## src/rtl/seq_divider_pkg.sv

```systemverilog
// Shared definitions for the sequential restoring divider.
package seq_divider_pkg;

  // Default divisor/remainder width; dividend and quotient are twice this.
  localparam int unsigned DIV_N_DEFAULT = 4;

  // Controller states; encodings kept from the original design.
  typedef enum logic [1:0] {
    ST_IDLE = 2'd0,
    ST_RUN  = 2'd1,
    ST_DONE = 2'd2
  } div_state_e;

endpackage

```

## src/rtl/seq_divider_div_step.sv

```systemverilog
// One restoring-division step: shift a bit into the partial remainder,
// trial-subtract the divisor, and keep the difference if it is non-negative.
module div_step
  import seq_divider_pkg::*;
#(
  parameter int unsigned N = DIV_N_DEFAULT
) (
  input  logic [N:0]   p_i,
  input  logic         bit_i,
  input  logic [N-1:0] divisor_i,
  output logic [N:0]   p_o,
  output logic         q_o
);

  logic [N+1:0] shifted;
  logic [N+2:0] trial;

  // Trial subtraction is one bit wider than the shifted value so its MSB is the sign.
  always_comb begin
    shifted = {p_i, bit_i};
    trial   = {1'b0, shifted} - {3'b000, divisor_i};
    if (trial[N+2]) begin
      p_o = shifted[N:0];
      q_o = 1'b0;
    end else begin
      p_o = trial[N:0];
      q_o = 1'b1;
    end
  end

endmodule

```

## src/rtl/seq_divider.sv

```systemverilog
// Sequential restoring divider: 2N-bit dividend / N-bit divisor, one
// quotient bit per clock, with start/busy/done handshake.
module seq_divider
  import seq_divider_pkg::*;
#(
  parameter int unsigned N = DIV_N_DEFAULT
) (
  input  logic           clk,
  input  logic           rst_n,
  input  logic           start,
  input  logic [2*N-1:0] dividend,
  input  logic [N-1:0]   divisor,
  output logic           busy,
  output logic           done,
  output logic [2*N-1:0] quotient,
  output logic [N-1:0]   remainder,
  output logic           div_by_zero
);

  localparam int unsigned   CW       = (2 * N > 1) ? $clog2(2 * N) : 1;
  localparam logic [CW-1:0] CNT_LOAD = CW'(2 * N - 1);

  div_state_e     state_q;
  logic           busy_q;
  logic           done_q;
  logic [2*N-1:0] quot_q;
  logic [N-1:0]   rem_q;
  logic           dbz_q;

  // The working register starts as the dividend; its MSB feeds the step
  // each cycle while quotient bits enter at the LSB.
  logic [2*N-1:0] work_q;
  logic [N:0]     p_q;
  logic [N-1:0]   dvs_q;
  logic [CW-1:0]  cnt_q;

  logic [N:0]     p_d;
  logic           qbit_d;
  logic [2*N-1:0] work_d;

  div_step #(
    .N(N)
  ) u_step (
    .p_i      (p_q),
    .bit_i    (work_q[2*N-1]),
    .divisor_i(dvs_q),
    .p_o      (p_d),
    .q_o      (qbit_d)
  );

  assign work_d = {work_q[2*N-2:0], qbit_d};

  // Controller, iteration datapath and registered result outputs.
  always_ff @(posedge clk) begin
    if (!rst_n) begin
      state_q <= ST_IDLE;
      busy_q  <= 1'b0;
      done_q  <= 1'b0;
      quot_q  <= '0;
      rem_q   <= '0;
      dbz_q   <= 1'b0;
      work_q  <= '0;
      p_q     <= '0;
      dvs_q   <= '0;
      cnt_q   <= '0;
    end else begin
      unique case (state_q)
        // DONE shares IDLE's acceptance path so back-to-back starts work.
        ST_IDLE, ST_DONE: begin
          done_q <= 1'b0;
          busy_q <= 1'b0;
          if (start) begin
            if (divisor == '0) begin
              state_q <= ST_DONE;
              done_q  <= 1'b1;
              quot_q  <= '1;
              rem_q   <= dividend[N-1:0];
              dbz_q   <= 1'b1;
            end else begin
              state_q <= ST_RUN;
              busy_q  <= 1'b1;
              work_q  <= dividend;
              p_q     <= '0;
              dvs_q   <= divisor;
              cnt_q   <= CNT_LOAD;
            end
          end else begin
            state_q <= ST_IDLE;
          end
        end
        ST_RUN: begin
          p_q    <= p_d;
          work_q <= work_d;
          cnt_q  <= cnt_q - CW'(1);
          if (cnt_q == '0) begin
            state_q <= ST_DONE;
            busy_q  <= 1'b0;
            done_q  <= 1'b1;
            quot_q  <= work_d;
            rem_q   <= p_d[N-1:0];
            dbz_q   <= 1'b0;
          end
        end
        default: begin
          state_q <= ST_IDLE;
          busy_q  <= 1'b0;
          done_q  <= 1'b0;
        end
      endcase
    end
  end

  assign busy        = busy_q;
  assign done        = done_q;
  assign quotient    = quot_q;
  assign remainder   = rem_q;
  assign div_by_zero = dbz_q;

endmodule

```

## config.mk

```make
export PLATFORM = sky130hd
export DESIGN_NAME = seq_divider
export DESIGN_NICKNAME = d
export VERILOG_FILES = /design/src/rtl/seq_divider_pkg.sv /design/src/rtl/seq_divider_div_step.sv /design/src/rtl/seq_divider.sv
export SDC_FILE = /design/constraint.sdc
export NUM_CORES = 1
export LEC_CHECK = 0
export BUFFER_PORTS_ARGS = -buffer_cell sky130_fd_sc_hd__buf_2
export CAP_MARGIN = 25
export CELL_PAD_IN_SITES_DETAIL_PLACEMENT = 0
export CELL_PAD_IN_SITES_GLOBAL_PLACEMENT = 1
export CORE_MARGIN = 3
export CORE_UTILIZATION = 43
export DETAILED_ROUTE_END_ITERATION = 8
export HOLD_SLACK_MARGIN = 0.03
export PLACE_DENSITY_LB_ADDON = 0.3
export SLEW_MARGIN = 20
export SYNTH_ARGS = -nofsm -noshare
export SYNTH_HDL_FRONTEND = slang
export SYNTH_SLANG_ARGS = --single-unit
```

## constraint.sdc

```tcl
create_clock -name clk -period 6.47 [get_ports clk]
set_input_delay 0.9705 -clock clk [delete_from_list [all_inputs] [get_ports clk]]
set_output_delay 0.9705 -clock clk [all_outputs]
set_load 0.005 [all_outputs]
```

==> key figures <==
Power and ir drop
  – Lkg Pwr: 0.792 nW
  – Pwr per Cell Area: 306 nW/um2
  – Peak VDD IR: 0.130 mV
  – Final Power: 0.590 mW

Yosys
  – Synth cell types: 39
  – Synthesized area: 1630 um2
  – Mapped Cells: 193
  – Avg Inst Size Synth: 8.47 um2
  – Register area share after synthesis: 42.9%
  – Synth Flop Type: dfxtp_1
  – Post-synth EDFFs: 0
  – Mapped Nets: 215
  – Async S/R FF share, synth: 0%
  – Yosys warnings: 0
  – Seq cells post-synth: 35

CTS
  – Post-CTS Setup Inserts: 0
  – CTS tree: done
  – Clk_lat worst skew: 0.29 ns
  – Root buf cell: clkbuf_8
  – Hold_buf cts: 0
  – TritonCTS Buffers: 5
  – CTS Buffer Depth: 2
  – H-tree depth: 2
  – Clk sink count: 35
  – Clock slew at reported path FFs: 0.07 ns
  – Post-CTS sizing: 0

Route
  – DRC: 0
  – DRT iter0 DRCs: 48
  – Pre-Repair DR Iteration Count: 4
  – Final WL: 3820 um
  – Wire per inst: 14.3 um
  – Via density: 5.38
  – Routed Antenna Nets: 0
  – Vias post-DR: 1430

Worst setup path
  – Critical Path Start: work_q[7]
  – CP Cell Sequence: inv_1 -> ha_1 -> inv_1 -> fa_1 -> a21o_2 -> a2111oi_4 -> mux2_2 -> a31oi_1
  – Buffer and inverter count on the worst path: 2
  – Worst R2R Setup Slack: 3.92 ns
  – Critical Path RT: 6.69 ns
  – CP peak stage delay: 0.63 ns
  – Worst reg2reg path startpoint: work_q[7]
  – Crit. End Element: register
  – Arrival @ worst endpoint: 2.76 ns
  – CP top delay family: compound AO/OA/AOI/OAI gates
  – Startpoint types: register
  – WS Path Type: register to register
  – Reg2reg end: remainder[1]
  – CP dominant cell by count: inv_1
  – Crit Path Max Fanout: 9
  – Worst r2r path cells: 8
  – Critical path's slowest cell: a2111oi_4

Timing
  – Slew @ Worst Pin: 0.901 ns
  – Crit share post-route: 39.4%
  – Final Max Tran Viols: 0
  – Clk_skew: 0.00867 ns
  – Endpoints failing setup: 0
  – RSZ-0062 raised after global routing: no
  – Slew headroom: 39.8%
  – Fin. Hold Viols: 0
  – Max Clock Freq: 393 MHz
  – Min Tclk post-route: 2.55 ns
  – Final setup TNS: 0 ns

Finish
  – Synth-to-Final Area Change: 18.1%
  – Fill count: 344
  – Post-route cell area: 1930 um2
  – Ant diodes: 0
  – Layout Nets: 241
  – Share of post-route cells with drive strength above 1: 21.4%
  – Final Util: 55.2%

Floorplanning
  – Initial Utilization: 46.8%
  – Core ar.: 3490 um2
  – Row cnt: 21
  – Die Wd: 67.6 um
  – Die ar.: 4580 um2
  – Top Ports: 30
  – DIE HEIGHT: 67.6 um

GRT
  – Initial antenna violation count: 0
  – Via count of the first global-routing pass: 1364
  – First-pass GRT wire length: 6330 um
  – GR Util All Layers: 18.7%
  – Largest net degree at the start of global routing: 24
  – Global route overflow: 0

Placed design
  – Placed Area: 1790 um2
  – GPL Wtd Cong: 0.860
  – HPWL after DPL: 2770 um
  – IO buf count: 29

Worst hold path
  – Hold Path End: dvs_q[0]
  – Hold Path Stages: 2
  – Worst min path class: register to register
  – Hold_sp: dvs_q[0]

Status
  – Run status: finished clean

Run
  – Max-cap violation count: 0
cell families (layout without fill, tap and decap cells):
| family | count (synthesis) | count (layout) | synth area share [%] |
|---|---|---|---|
| AOI/OAI and AO/OA | 53 | 53 | 23.3 |
| adders and majority gates | 7 | 7 | 5.82 |
| DFF | 35 | 35 | 42.9 |
| and+or+nand+nor | 74 | 74 | 20.6 |
| xor gates and xnor gates | 1 | 1 | 0.536 |
| buffers and inverters | 20 | 47 | 4.90 |
| muxes | 3 | 3 | 1.99 |
routing by layer:
metal | global-route usage (%) | share of wire [%]
met5 | 0 | 0
met4 | 7.59 | 1.2
met3 | 4.99 | 4.2
met2 | 28.9 | 44
met1 | 24.6 | 51
how the worst max path moves through the flow:
stage | end | slack [ns] | cells past startpoint
global placement | p_q[3] | 3.90 | 5
CTS | remainder[1] | 3.90 | 8
floorplan | remainder[1] | 4.21 | 8
detailed placement | p_q[3] | 3.81 | 5
finish | remainder[1] | 3.92 | 8
global route | p_q[2] | 3.78 | 8
registers in the layout, indices dropped and copies added (netlist names):
name / cells
div_by_zero: 1
cnt_q: 3
quotient: 8
p_q: 5
work_q: 8
state_q: 2
remainder: 4
dvs_q: 4
worst min-delay path: stages, from the launching register on:
cell and delay (ns):
dfxtp_1 0.32, nand2_1 0.05, a21oi_1 0.05
cell usage after synthesis (3+ instances only):
cell	n	share of area, %
dfxtp_1	35	43
nor2_1	28	6.4
nand2_1	26	6.0
a21oi_1	14	4.3
o21ai_0	12	3.7
inv_1	10	2.3
a311oi_1	9	4.8
clkbuf_1	8	1.8
ha_1	6	4.6
nand3_1	4	1.2
a22oi_1	3	1.4
a31oi_1	3	1.1
through the flow:
step,worst slack (ns),instances,hold WS [ns]
after floorplan,4.21,193,0.441
after global placement,3.90,258,0.456
after detailed placement,3.81,258,0.454
after CTS,3.90,266,0.466
after global routing,3.78,266,0.481
final,3.92,266,0.465
final cells by class:
class                           count  area (um2)  share of cell area, %
Clock buffer                        5        68.8                   3.56
Multi-Input combinational cell    138         853                   44.2
Timing Repair Buffer               29         145                   7.52
Tap cell                           46        57.6                   2.98
Clock inverter                      3        67.6                   3.50
Sequential cell                    35         701                   36.3
Inverter                           10        37.5                   1.94
cell usage in the layout (no fill, tap or decap), types with 3 or more instances in the layout:
master	count
a21oi_1	14
ha_1	6
buf_2	29
nand2_1	26
o21ai_0	12
nor2_1	28
clkbuf_8	5
dfxtp_1	35
nand3_1	4
a311oi_1	9
a31oi_1	3
a22oi_1	3
inv_1	10
power by group:
part | internal, mW | switching, mW
logic | 0.0442 | 0.0613
registers | 0.235 | 0.0129
clock network | 0.154 | 0.0825
(Power assumes the default switching activity.)
